**src/rtl/sdes_stream_core.sv**
```systemverilog
// Handshaked S-DES engine: key schedule, one fk round per clock, optional
// CBC chaining with a loadable IV. At most one block is in flight.
module sdes_stream_core #(
   parameter bit CBC_EN = 1'b1
) (
   input  logic       clk,
   input  logic       rst,
   input  logic       key_load,
   input  logic [0:9] key,
   input  logic       decrypt,
   input  logic       cbc,
   input  logic       iv_load,
   input  logic [0:7] iv,
   output logic       key_ready,
   input  logic       in_valid,
   output logic       in_ready,
   input  logic [0:7] in_data,
   output logic       out_valid,
   input  logic       out_ready,
   output logic [0:7] out_data
);

   typedef enum logic [2:0] {NOKEY, KEYGEN, IDLE, R1, R2, HOLD} state_t;

   // S-box rows packed MSB-first: row r occupies bits [31-8r -: 8], column c within a row at [7-2c -: 2]
   localparam logic [31:0] S0_TAB = {2'd1, 2'd0, 2'd3, 2'd2, 2'd3, 2'd2, 2'd1, 2'd0,
                                     2'd0, 2'd2, 2'd1, 2'd3, 2'd3, 2'd1, 2'd3, 2'd2};
   localparam logic [31:0] S1_TAB = {2'd0, 2'd1, 2'd2, 2'd3, 2'd2, 2'd0, 2'd1, 2'd3,
                                     2'd3, 2'd0, 2'd1, 2'd0, 2'd2, 2'd1, 2'd0, 2'd3};

   function automatic logic [1:0] sbox(input logic [31:0] tab, input logic [0:3] x);
      logic [31:0] row_sel;
      logic [7:0]  col_sel;
      row_sel = tab << {x[0], x[3], 3'b000};
      col_sel = row_sel[31:24] << {x[1], x[2], 1'b0};
      return col_sel[7:6];
   endfunction

   function automatic logic [0:7] fk(input logic [0:7] b, input logic [0:7] k);
      logic [0:7] e;
      logic [0:3] s;
      logic [0:3] p;
      e = {b[7], b[4], b[5], b[6], b[5], b[6], b[7], b[4]} ^ k;
      s = {sbox(S0_TAB, e[0:3]), sbox(S1_TAB, e[4:7])};
      p = {s[1], s[3], s[2], s[0]};
      return {b[0:3] ^ p, b[4:7]};
   endfunction

   function automatic logic [0:7] ip(input logic [0:7] b);
      return {b[1], b[5], b[2], b[0], b[3], b[7], b[4], b[6]};
   endfunction

   function automatic logic [0:7] ip_inv(input logic [0:7] b);
      return {b[3], b[0], b[2], b[4], b[6], b[1], b[7], b[5]};
   endfunction

   function automatic logic [0:7] sw(input logic [0:7] b);
      return {b[4:7], b[0:3]};
   endfunction

   function automatic logic [0:7] p8(input logic [0:9] h);
      return {h[5], h[2], h[6], h[3], h[7], h[4], h[9], h[8]};
   endfunction

   state_t     state_q, state_d;
   logic [0:9] key_q, key_d;
   logic       dec_q, dec_d;
   logic       cbc_q, cbc_d;
   logic [0:7] k1_q, k1_d;
   logic [0:7] k2_q, k2_d;
   logic [0:7] chain_q, chain_d;
   logic [0:7] data_q, data_d;
   logic [0:7] in_q, in_d;
   logic [0:7] out_q, out_d;

   logic       cbc_act;
   logic [0:7] rk1, rk2, chain_in, pre_x, post_x;
   logic [0:9] p10k, ls1k, ls3k;

   assign p10k = {key_q[2], key_q[4], key_q[1], key_q[6], key_q[3],
                  key_q[9], key_q[0], key_q[8], key_q[7], key_q[5]};
   assign ls1k = {p10k[1:4], p10k[0], p10k[6:9], p10k[5]};
   assign ls3k = {ls1k[2:4], ls1k[0:1], ls1k[7:9], ls1k[5:6]};

   assign cbc_act = CBC_EN && cbc_q;
   assign rk1     = dec_q ? k2_q : k1_q;
   assign rk2     = dec_q ? k1_q : k2_q;
   // An IV loaded in the same cycle as the accept chains into that very block.
   assign chain_in = (iv_load && state_q == IDLE) ? iv : chain_q;
   assign pre_x    = (cbc_act && !dec_q) ? chain_in : '0;
   assign post_x   = (cbc_act && dec_q) ? chain_q : '0;

   always_comb begin
      state_d = state_q;
      key_d   = key_q;
      dec_d   = dec_q;
      cbc_d   = cbc_q;
      k1_d    = k1_q;
      k2_d    = k2_q;
      chain_d = chain_q;
      data_d  = data_q;
      in_d    = in_q;
      out_d   = out_q;

      if (key_load) begin
         state_d = KEYGEN;
         key_d   = key;
         dec_d   = decrypt;
         cbc_d   = cbc;
      end else begin
         case (state_q)
            NOKEY: state_d = NOKEY;
            KEYGEN: begin
               k1_d    = p8(ls1k);
               k2_d    = p8(ls3k);
               state_d = IDLE;
            end
            IDLE: if (in_valid) begin
               data_d  = ip(in_data ^ pre_x);
               in_d    = in_data;
               state_d = R1;
            end
            R1: begin
               data_d  = sw(fk(data_q, rk1));
               state_d = R2;
            end
            R2: begin
               out_d   = ip_inv(fk(data_q, rk2)) ^ post_x;
               state_d = HOLD;
            end
            HOLD: if (out_ready) begin
               if (cbc_act) chain_d = dec_q ? in_q : out_q;
               state_d = IDLE;
            end
            default: state_d = NOKEY;
         endcase
      end

      if (iv_load && (key_load || state_q == NOKEY || state_q == IDLE)) chain_d = iv;

      key_ready = (state_q == IDLE) || (state_q == R1) || (state_q == R2) || (state_q == HOLD);
      in_ready  = (state_q == IDLE);
      out_valid = (state_q == HOLD);
      out_data  = out_q;
   end

   always_ff @(posedge clk or posedge rst) begin
      if (rst) begin
         state_q <= NOKEY;
         key_q   <= '0;
         dec_q   <= 1'b0;
         cbc_q   <= 1'b0;
         k1_q    <= '0;
         k2_q    <= '0;
         chain_q <= '0;
         data_q  <= '0;
         in_q    <= '0;
         out_q   <= '0;
      end else begin
         state_q <= state_d;
         key_q   <= key_d;
         dec_q   <= dec_d;
         cbc_q   <= cbc_d;
         k1_q    <= k1_d;
         k2_q    <= k2_d;
         chain_q <= chain_d;
         data_q  <= data_d;
         in_q    <= in_d;
         out_q   <= out_d;
      end
   end

endmodule
```
**config.mk**
```make
export PLATFORM = sky130hd
export DESIGN_NAME = sdes_stream_core
export DESIGN_NICKNAME = d
export VERILOG_FILES = /design/src/rtl/sdes_stream_core.sv
export SDC_FILE = /design/constraint.sdc
export NUM_CORES = 1
export LEC_CHECK = 0
export BUFFER_PORTS_ARGS = -buffer_cell sky130_fd_sc_hd__buf_2
export CAP_MARGIN = 20
export CORE_ASPECT_RATIO = 0.5
export CORE_UTILIZATION = 51
export DETAILED_ROUTE_END_ITERATION = 10
export GPL_TIMING_DRIVEN = 0
export HOLD_SLACK_MARGIN = 0.06
export PLACE_DENSITY_LB_ADDON = 0.12
export SETUP_SLACK_MARGIN = 0.3
export SYNTH_ARGS = -nofsm -noshare
export SYNTH_HDL_FRONTEND = slang
export SYNTH_SLANG_ARGS = --single-unit
```
**constraint.sdc**
```tcl
create_clock -name clk -period 6.6 [get_ports clk]
set_input_delay 0.66 -clock clk [delete_from_list [all_inputs] [get_ports clk]]
set_output_delay 0.66 -clock clk [all_outputs]
set_load 0.1 [all_outputs]
```
After elaboration in Yosys (flattened, before gate mapping)
Cells that the tools add are included.

cells by class
  $add $sub $neg = 0
  multiply operators = 0
  div/mod/pow operators = 0
  order comparisons = 0
  eq/ne operators = 9
  shifts and indexed selects = 8
  multiplexer cells = 17
  bitwise gates (word level) = 7
  reductions and logical operators = 21

operators by type and width
  operator               number
  $mux 8                 12
  $shl 29x5->32 const A  2
  $shl 31x5->32 const A  2
  $shl 8x3->8            4
  $xor 8x8->8            4
  $pmux 8 s2             1
  $pmux 3 s5             1
  $mux 3                 3
  $reduce_bool 2->1      4
  $xor 4x4->4            2
  $eq 3x2->1 const B     2
  $eq 3x3->1 const B     2
  $reduce_and 2->1       3
  $reduce_and 3->1       2
  $logic_or 1x1->1       5
  $logic_and 1x1->1      4
  $reduce_and 4->1       1
  $eq 3x1->1 const B     1
  $logic_not 3->1        1
  $ne 3x2->1 const B     1
  $ne 3x3->1 const B     1
  $ne 2x1->1 const B     1
  $ne 2x2->1 const B     1
  $logic_not 1->1        1
  $not 1->1              1

storage, ports and cells
  register bits after elaboration = 63
  latch bits = 0
  memory bits (writable) = 0
  bits in read-only memories = 0
  output and inout bits = 11
  logic and storage cells = 72
  memories = 0

Depth between registers and ports, before layout
Gate-level depths: netlist (run 1).

  word-level depth = 7
  gate-level depth with buffers = 12
  depth with buffers taken out = 10

Worst setup path after synthesis (run 1)
Ideal clock, no wire load.

  path type = register to register
  start point = reg state_q[0]
  end point = reg data_q[5] (netlist name)
  library setup time = 0.132 ns
  arrival time = 2.781 ns
  required time = 6.468 ns
  path slack = 3.687 ns
  stages on the path, launching flop included = 9
  path buffers = 1
  clock period less this slack = 2.913 ns
  cell sequence = dfrtp_1 > buf_2 > nor3b_2 > nand2_1 > nand2_1 > a21oi_1 > xor2_1 > a211oi_1 > a21oi_1

between the ends
  cells in the longest elaborated chain, start to end = 7
  elaborated cells on any way between the ends = 11

RTL lines
  item                    RTL line  source
  from (decl)             65        state_t state_q, state_d;
  from (signal assigned)  160       state_q <= state_d;
  $eq 3x2->1 *            n/a
  net in_ready            16        output logic in_ready,
  $logic_and 1x1->1       89        assign chain_in = (iv_load && state_q == IDLE) ? iv : chain_q;
  $mux 8                  89
  $mux 8                  90        assign pre_x = (cbc_act && !dec_q) ? chain_in : '0;
  $xor 8x8->8             119       data_d = ip(in_data ^ pre_x);
  $mux 8                  118       IDLE: if (in_valid) begin
  $pmux 8 s2              111       case (state_q)
  to (signal assigned)    167       data_q <= data_d;
  to (decl)               72        logic [0:7] data_q, data_d;

The timed path passes the listed nets; every way through them passes the cells marked *. The select of a mux whose other input is x is not followed.
A chain may end at the register's enable or synchronous reset.

Worst setup path in the final report (run 1)
  start point = reg dec_q
  end point = reg data_q[5] (netlist name)

between the ends
  cells in the longest elaborated chain, start to end = 6
  elaborated cells on any way between the ends = 11

RTL lines
  item                                              RTL line  source
  from (decl)                                       67        logic dec_q, dec_d;
  from (signal assigned)                            151       dec_q <= 1'b0;
  from (signal assigned)                            162       dec_q <= dec_d;
  $mux 8 or $logic_not 1->1 (tied branches)         86, 90
  $xor 8x8->8 or $logic_and 1x1->1 (tied branches)  43, 90
  $shl 29x5->32 or $mux 8 (tied branches)           34, 90
  $shl 8x3->8 or $xor 8x8->8 (tied branches)        35, 119
  $xor 4x4->4 or $mux 8 (tied branches)             46, 118
  $pmux 8 s2 *                                      111

Every way passes the cells marked *; elsewhere a longest branch is shown, timed or not. The select of a mux whose other input is x is not followed.

==> flow_summary.json, run 1 <==
{
  "ctsResizeCount": 0,
  "slew_viol_final": 0,
  "grt_antenna_before_repair": 0,
  "num_rows": 20,
  "async_reset_ff_share_pct": 100.0,
  "yosysTopAreaCellShare_pct": 41.47,
  "grt_start_max_net_pins": 42,
  "grt.overflow.total": 0,
  "tns_ns": 0,
  "rsz0062_at_grt": "false",
  "core_area_sq_um": 6281,
  "setup-violations-final": 0,
  "layout_setup_ws_ns": 3.973,
  "maxSlewHeadroom_pct": 27.66,
  "cts_root_buf": "clkbuf_16",
  "wl_per_cell_microns": 15.89,
  "synth_cell_type_count": 36,
  "initialDrtViolationCount": 194,
  "ant_nets": 0,
  "ios": 45,
  "irDropWorstVdd_mv": 0.2362,
  "ys_top_cells_by_area": "dfrtp_1 41%, mux2_2 10%, mux2i_1 9.3%",
  "synth.largest_area_cell": "dfrtp_1",
  "dieArea_sq_um": 7097,
  "die_h_microns": 60.07,
  "maxCapViolations": 0,
  "cts_buffers": 9,
  "ys_ff_latch": 57,
  "synth.cells.most_frequent": "57 x dfrtp_1, 51 x nand2_1, 32 x mux2i_1",
  "routed_wl_microns": 7929,
  "crit_path_end_kind": "flop",
  "cellPowerDensity_nw_per_um2": 539.2,
  "viasPerCell": 5.445,
  "worstPathCellList": "buf_6, buf_6, mux2i_1, xnor2_1, inv_1, ha_1, inv_1, mux4_2, xnor2_1, nor2_1, a211oi_1, a21oi_1",
  "hold_buffers": 0,
  "critPathMaxStageDelay_ns": 0.48,
  "synth-edff-count": 0,
  "yosysSeqAreaShare_pct": 41.47,
  "cp_max_fo": 10,
  "post-route-min-period_ns": 2.627,
  "status": "finished, final reports clean",
  "cp.required_ns": 6.80,
  "clkTransAtPathRegs_ns": 0.05,
  "die_x_microns": 118.1,
  "gr-usage-all-layers_pct": 25.19,
  "diodes": 0,
  "final_hold_viol_count": 0,
  "first_pass_iters": 5,
  "post-cts-setup-buffer-count": 0,
  "hold_path.class": "input pin to async pin",
  "synth_area_sq_um": 3440,
  "gp_congestion": 0.8467,
  "vias": 2717,
  "initial_core_util_pct": 54.76,
  "yosys_warnings": 0,
  "route.detailed.drc": 0,
  "synth_ff_type": "dfrtp_1",
  "dpl_worst_slack_ns": 3.752,
  "worstSetupPathType": "flop to flop",
  "avgSynthCellArea_sq_um": 9.855,
  "nets": 445,
  "cts_num_sinks": 57,
  "worst_slew_pin_slew_ns": 1.077,
  "grt_pass1_wl_microns": 13100,
  "worst_setup_path_start_kind": "flop",
  "grt_pass1_vias": 2547,
  "post-route-period-util_pct": 39.81,
  "arrival_ns": 2.83,
  "fin_worst_skew_ns": 0.005194,
  "synthCells": 349,
  "fmax_ghz": 0.3806,
  "syn_to_final_growth_pct": 19.39,
  "htreeDepth": 3,
  "clk_path_buf_depth": 2,
  "clk_latency_ns": 0.33,
  "yosysMostFrequentCell": "dfrtp_1",
  "cts_tree": "built",
  "crit_slowest_cell": "mux4_2",
  "portBuffers": 44,
  "drive_gt1_share_pct": 25.30,
  "dp_hpwl_microns": 5747,
  "syn-num-nets": 388,
  "power.leakage_nw": 1.886
}
[cell type report]
type	instances	area, sq um
Clock buffer	14	274.0
Timing Repair Buffer	46	247.7
Tap cell	88	110.1
Inverter	13	48.80
Sequential cell	57	1426
Clock inverter	2	35.03
Fill cell	507	2175
Multi-Input combinational cell	261	1869
Buffer	18	95.09
[logic make-up after synthesis]
| kind of cell | count (synthesis) | synth area share [%] |
|---|---|---|
| buf+inv | 31 | 4.183 |
| xor+xnor | 43 | 11.17 |
| compound gates | 62 | 10.19 |
| fa+ha+maj | 5 | 1.819 |
| simple gates | 87 | 11.06 |
| flops | 57 | 41.47 |
| mux | 64 | 20.12 |
[per-stage QoR]
stage	util, %	cell area [sq um]	hold WS [ns]	power, mW	std cells
3_5_place_dp	60.34	3790	0.4917	1.729	482
5_1_grt	65.38	4106	0.3163	2.361	499
3_3_place_gp	60.02	3770	0.4852	1.676	481
4_1_cts	65.26	4099	0.2961	2.216	498
2_1_floorplan	-	3440	0.4710	1.503	349
6_report	65.38	4106	0.2966	2.214	499
[registers in the layout (all words and copies together) (netlist names)]
name	count
cbc_act	1
chain_q	8
data_q	8
dec_q	1
in_q	8
k1_q	7
k2_q	3
key_q	10
out_data	8
state_q	3
[routing by layer]
layer | global-route usage, % | wire [microns] | part of all wire, % | up-vias
li1 | - | - | - | 1307
met1 | 33.55 | 3835 | 48 | 1298
met2 | 39.83 | 3465 | 44 | 100
met3 | 7.538 | 543 | 6.8 | 12
met4 | 8.425 | 85 | 1.1 | 0
met5 | 0 | 0 | 0 | -
[worst max-delay path, delay by kind of cell, from the launching register on]
kind	cells	cell delay [ns]
multiplexers	2	0.71
buffers and inverters	4	0.48
flip-flops	1	0.35
XOR/XNOR	2	0.35
adder cells (fa/ha/maj)	1	0.28
AO/OA/AOI/OAI	2	0.27
AND/OR/NAND/NOR	1	0.06
[report_power, final]
part           total (mW)  leakage, nW  internal [mW]  switching [mW]
sequential          0.576        0.676          0.476           0.101
combinational        1.16         1.06          0.456           0.706
clock               0.476        0.153          0.322           0.154
[layout by cell type (no fill, tap or decap), types with 2 or more instances in the layout]
master,instances
clkbuf_16,9
buf_6,3
xor2_1,14
mux2_2,31
a21oi_1,19
clkbuf_8,3
clkbuf_1,12
xnor2_1,28
nand2_1,51
dfrtp_1,57
o22ai_1,3
a211oi_1,4
nor3b_1,2
ha_1,5
inv_1,12
mux2i_1,32
o21ai_0,25
nand2b_1,4
o21ai_1,3
nor3_1,5
buf_2,48
a21boi_0,2
nor2_1,18
and2_1,2
[worst paths after layout]
| check | from | end | slack, ns | depth (start not counted) |
|---|---|---|---|---|
| setup / recovery | dec_q$_DFFE_PP0P_ | data_q[5]$_DFFE_PP0P_ | 3.97 | 12 |
| hold / removal | rst | key_q[2]$_DFFE_PP0P_ | 0.30 | 2 |
| setup reg to reg | dec_q$_DFFE_PP0P_ | data_q[5]$_DFFE_PP0P_ | 3.97 | 12 |
| hold reg to reg | key_q[9]$_DFFE_PP0P_ | k1_q[6]$_DFFE_PP0P_ | 0.50 | 1 |
| max in group asynchronous | rst | data_q[4]$_DFFE_PP0P_ | 5.77 | 3 |
| min in group clk | key_q[9]$_DFFE_PP0P_ | k1_q[6]$_DFFE_PP0P_ | 0.50 | 1 |
Power figures use the tool's default switching activity.
==> run 2, diff against run 1 <==
- clock period: 6.6 -> 2.64 ns (I/O delays scaled with it)
==> flow_summary.json, run 2 (synthesized netlist as in run 1, its figures left out) <==
{
  "status": "finished, final reports clean",
  "clk_path_buf_depth": 2,
  "maxSlewHeadroom_pct": 59.49,
  "cts_num_sinks": 57,
  "portBuffers": 44,
  "gp_congestion": 0.8283,
  "initialDrtViolationCount": 174,
  "final_common_cell": "dfrtp_1",
  "worstHoldStart": "key[9]",
  "slew_viol_final": 0,
  "crit_path_end_kind": "flop",
  "worst_setup_path_start_kind": "flop",
  "ant_nets": 0,
  "arrival_ns": 2.60,
  "dieArea_sq_um": 7097,
  "rsz0062_at_grt": "true",
  "hold_path.class": "input pin to flop",
  "worst_slew_pin_slew_ns": 0.6044,
  "diodes": 0,
  "nets": 453,
  "maxCapViolations": 0,
  "largest_reg_flops": 10,
  "hold_path_depth": 2,
  "grt_pass1_wl_microns": 13320,
  "clk_latency_ns": 0.33,
  "grt_antenna_before_repair": 0,
  "tns_ns": 0,
  "die_x_microns": 118.1,
  "post-route-min-period_ns": 2.399,
  "r2r_start": "dec_q$_DFFE_PP0P_",
  "ios": 45,
  "irDropWorstVdd_mv": 0.5813,
  "r2r_setup_slack_ns": 0.24,
  "report.power.total_mw": 5.646,
  "drive_gt1_share_pct": 29.36,
  "viasPerCell": 5.430,
  "mostFrequentLayoutCells": "57 x dfrtp_1, 49 x nand2_1, 46 x buf_2",
  "instances_no_fill": 507,
  "cp.required_ns": 2.84,
  "htreeDepth": 3,
  "power.leakage_nw": 1.932,
  "regMostFlops": "key_q",
  "first_pass_iters": 4,
  "dp_hpwl_microns": 5818,
  "core_area_sq_um": 6281,
  "vias": 2753,
  "cp_num_buf_inv": 4,
  "crit_cells": 12,
  "grt_pass1_vias": 2584,
  "grt.overflow.total": 0,
  "postLayoutCoreUtil_pct": 67.07,
  "worstPathCellList": "buf_6, buf_8, mux2i_1, xnor2_1, inv_1, ha_1, inv_1, mux4_2, xnor2_1, nor2_1, a211oi_2, a21oi_1",
  "ff2ff_path_depth": 12,
  "gr-usage-all-layers_pct": 25.75,
  "syn_to_final_growth_pct": 22.48,
  "critPathTopFamily": "multiplexers",
  "grt_start_max_net_pins": 42,
  "hold_end": "key_q[9]$_DFFE_PP0P_",
  "dp.cells": 482,
  "worst_r2r_endpoint": "data_q[5]$_DFFE_PP0P_",
  "final_hold_viol_count": 0,
  "cts_tree": "built",
  "fin_worst_skew_ns": 0.006474,
  "cts_buffers": 9,
  "setup-violations-final": 0,
  "initial_core_util_pct": 54.76,
  "post-route-period-util_pct": 90.87,
  "cts_root_buf": "clkbuf_16",
  "crit_slowest_cell": "mux4_2",
  "num_rows": 20,
  "wl_per_cell_microns": 16.27,
  "cellPowerDensity_nw_per_um2": 1340,
  "worstSetupPathType": "flop to flop",
  "die_h_microns": 60.07,
  "routed_wl_microns": 8248,
  "fmax_ghz": 0.4168,
  "cp_max_fo": 4,
  "critPathMaxStageDelay_ns": 0.47,
  "clkTransAtPathRegs_ns": 0.05,
  "route.detailed.drc": 0
}
[run 2: cell types whose count changed in the layout (fill, tap and decap cells not counted), sizes merged]
cell / previous run / this run
clkbuf: 25 / 24
buf: 53 / 60
clkinv: 1 / 3
bufinv: 1 / 0
dlygate4sd3: 0 / 1
[run 2: worst max path at each step]
stage                                 startpoint               endpoint
after floorplan           state_q[0]$_DFFE_PP0P_  data_q[3]$_DFFE_PP0P_
after global placement         dec_q$_DFFE_PP0P_  data_q[5]$_DFFE_PP0P_
after detailed placement       dec_q$_DFFE_PP0P_  data_q[5]$_DFFE_PP0P_
after CTS                      dec_q$_DFFE_PP0P_  data_q[5]$_DFFE_PP0P_
after global routing           dec_q$_DFFE_PP0P_  data_q[5]$_DFFE_PP0P_
final                          dec_q$_DFFE_PP0P_  data_q[5]$_DFFE_PP0P_
[run 2: stage by stage]
| stage | setup slack (ns) | instance area [sq um] | hold WS, ns |
|---|---|---|---|
| final | 0.2409 | 4213 | 0.1628 |
| after global routing | 0.1041 | 4213 | 0.1585 |
| after CTS | 0.1901 | 4159 | 0.1608 |
| after detailed placement | 0.02465 | 3821 | 0.2606 |
| after global placement | 0.1039 | 3801 | 0.4859 |
| after floorplan | 0.2574 | 3471 | 0.4146 |
[run 2: layer usage]
metal	global-route usage, %	routed length (microns)	vias up
li1	-	-	1328
met1	33.45	3914	1329
met2	41.51	3640	84
met3	8.111	586	12
met4	8.791	106	0
met5	0	0	-
[run 2: final cells by class]
class	count	area, sq um
timing repair buffer	54	310.3
clock inverter	3	15.01
tap	88	110.1
clock buffer	13	260.3
buffer	18	111.4
inverter	13	48.80
fill	493	2068
multi-input combinational	261	1931
sequential	57	1426
[run 2: where the power goes]
part           total [mW]  internal [mW]  switching (mW)
sequential           1.45           1.19           0.259
combinational        3.13           1.27            1.86
clock                1.07          0.680           0.391
[run 2: timing repair]
item,CTS,global route
buffers inserted,6,1
endpoints found under the hold margin,16,0
hold buffers,1,0
cloned,0,0
resized for setup,2,7
pin swaps,5,3
setup endpoints to repair,4,10
==> run 3, diff against run 2 <==
- CELL_PAD_IN_SITES_DETAIL_PLACEMENT: default -> 1
- CELL_PAD_IN_SITES_GLOBAL_PLACEMENT: default -> 1
- CORE_UTILIZATION: 51 -> 47
- CTS_BUF_LIST: default -> sky130_fd_sc_hd__clkbuf_4 sky130_fd_sc_hd__clkbuf_8
- GPL_TIMING_DRIVEN: 0 -> 1
==> flow_summary.json, run 3 (synthesized netlist as in run 1, its figures left out) <==
{
  "tns_ns": 0,
  "setup-violations-final": 0,
  "clk_latency_ns": 0.35,
  "cp.required_ns": 2.87,
  "portBuffers": 44,
  "initialDrtViolationCount": 142,
  "worst_setup_path_start_kind": "flop",
  "first_pass_iters": 4,
  "slew_viol_final": 0,
  "regMostFlops": "key_q",
  "power.leakage_nw": 1.832,
  "worstSetupPathType": "flop to flop",
  "clk_path_buf_depth": 2,
  "syn_to_final_growth_pct": 16.66,
  "gp_congestion": 0.8030,
  "layout_setup_ws_ns": 0.3631,
  "cellPowerDensity_nw_per_um2": 1320,
  "cp_num_buf_inv": 2,
  "cts_tree": "built",
  "vias": 2719,
  "worstPathCellList": "mux2i_2, xnor2_2, inv_2, ha_1, inv_1, mux4_2, xnor2_1, nor2_1, a211oi_2, a21oi_1",
  "grt_start_max_net_pins": 29,
  "fin_area_sq_um": 4013,
  "hold_path.class": "input pin to flop",
  "diodes": 0,
  "rsz0062_at_grt": "true",
  "crit_path_end_kind": "flop",
  "maxSlewHeadroom_pct": 53.87,
  "largest_reg_flops": 10,
  "cp_max_fo": 4,
  "grt_pass1_vias": 2912,
  "cts_buffers": 9,
  "initial_core_util_pct": 49.96,
  "report.power.total_mw": 5.295,
  "post-route-period-util_pct": 86.25,
  "core_area_sq_um": 6884,
  "cts_num_sinks": 57,
  "die_x_microns": 123.0,
  "crit_slowest_cell": "mux4_2",
  "nets": 439,
  "grt_antenna_before_repair": 0,
  "post-route-min-period_ns": 2.277,
  "irDropWorstVdd_mv": 0.4446,
  "dieArea_sq_um": 7685,
  "mostFrequentLayoutCells": "55 x dfrtp_1, 49 x nand2_1, 44 x buf_2",
  "htreeDepth": 3,
  "clkTransAtPathRegs_ns": 0.06,
  "final_common_cell": "dfrtp_1",
  "num_rows": 21,
  "viasPerCell": 5.504,
  "dp_hpwl_microns": 6746,
  "dpl_worst_slack_ns": 0.2269,
  "wl_per_cell_microns": 18.85,
  "status": "finished, final reports clean",
  "instances_no_fill": 494,
  "fin_worst_skew_ns": 0.009488,
  "dpl_cell_area_sq_um": 3781,
  "die_h_microns": 62.49,
  "ios": 45,
  "route.detailed.drc": 0,
  "grt_pass1_wl_microns": 15370,
  "ant_nets": 0,
  "dp.cells": 478,
  "drive_gt1_share_pct": 29.85,
  "cts_root_buf": "clkbuf_8",
  "grt.overflow.total": 0,
  "final_hold_viol_count": 0,
  "maxCapViolations": 0,
  "fmax_ghz": 0.4392,
  "arrival_ns": 2.51,
  "critPathTopFamily": "multiplexers",
  "gr-usage-all-layers_pct": 27.53,
  "routed_wl_microns": 9310,
  "worst_slew_pin_slew_ns": 0.6866,
  "critPathMaxStageDelay_ns": 0.45
}
## run 3: changes by cell type in the layout (fill, tap and decap cells not counted), sizes merged
cell,previous run,this run
clkbuf,24,13
buf,60,57
clkinv,3,0
## run 3: worst register-to-register path, cell delays in order (launching register included)
cell      delay (ns)
dfrtp_2         0.43
mux2i_2         0.29
xnor2_2         0.16
inv_2           0.07
ha_1            0.28
inv_1           0.05
mux4_2          0.45
xnor2_1         0.14
nor2_1          0.07
a211oi_2        0.15
a21oi_1         0.06
## run 3: final timing paths
kind / startpoint / endpoint / slack, ns / depth (start not counted)
max: dec_q$_DFFE_PP0P_ / data_q[5]$_DFFE_PP0P_ / 0.36 / 10
min: key[2] / key_q[2]$_DFFE_PP0P_ / 0.15 / 2
max reg2reg: dec_q$_DFFE_PP0P_ / data_q[5]$_DFFE_PP0P_ / 0.36 / 10
min reg2reg: key_q[4]$_DFFE_PP0P_ / k2_q[3]$_DFFE_PP0P_ / 0.51 / 1
max in group asynchronous: rst / in_q[5]$_DFFE_PP0P_ / 1.37 / 4
min in group asynchronous: rst / k1_q[5]$_DFFE_PP0P_ / 0.54 / 3
## run 3: area by class of cell
class	instances	area, sq um
Timing Repair Buffer	58	331.6
Multi-Input combinational cell	261	1916
Sequential cell	57	1429
Clock buffer	13	172.7
Tap cell	92	115.1
Fill cell	798	2872
Inverter	13	48.80
## run 3: power breakdown
group / internal [mW] / switching [mW] / total [mW]
logic: 1.20 / 1.80 / 3.00
clock network: 0.412 / 0.328 / 0.739
registers: 1.19 / 0.367 / 1.56
## run 3: repair_timing
action                     in CTS  in global routing
pin swaps                       3                  1
hold endpoints to repair       26                  0
setup endpoints to repair       1                  5
resized for setup               3                  7
setup buffers                   2                  0
hold buffers                    1                  0
## run 3: metal layers
layer | vias to the layer above | wire length [microns] | track usage [%]
met4 | 0 | 165 | 9.940
met3 | 16 | 475 | 7.208
li1 | 1289 | - | -
met1 | 1349 | 4474 | 36.35
met5 | - | 0 | 0
met2 | 65 | 4193 | 43.61
## run 3: stage by stage
step / hold slack (ns) / utilization (%)
2_1_floorplan: 0.4146 / -
3_3_place_gp: 0.3570 / 54.93
3_5_place_dp: 0.3685 / 54.93
4_1_cts: 0.1336 / 57.96
5_1_grt: 0.1490 / 58.29
6_report: 0.1453 / 58.29
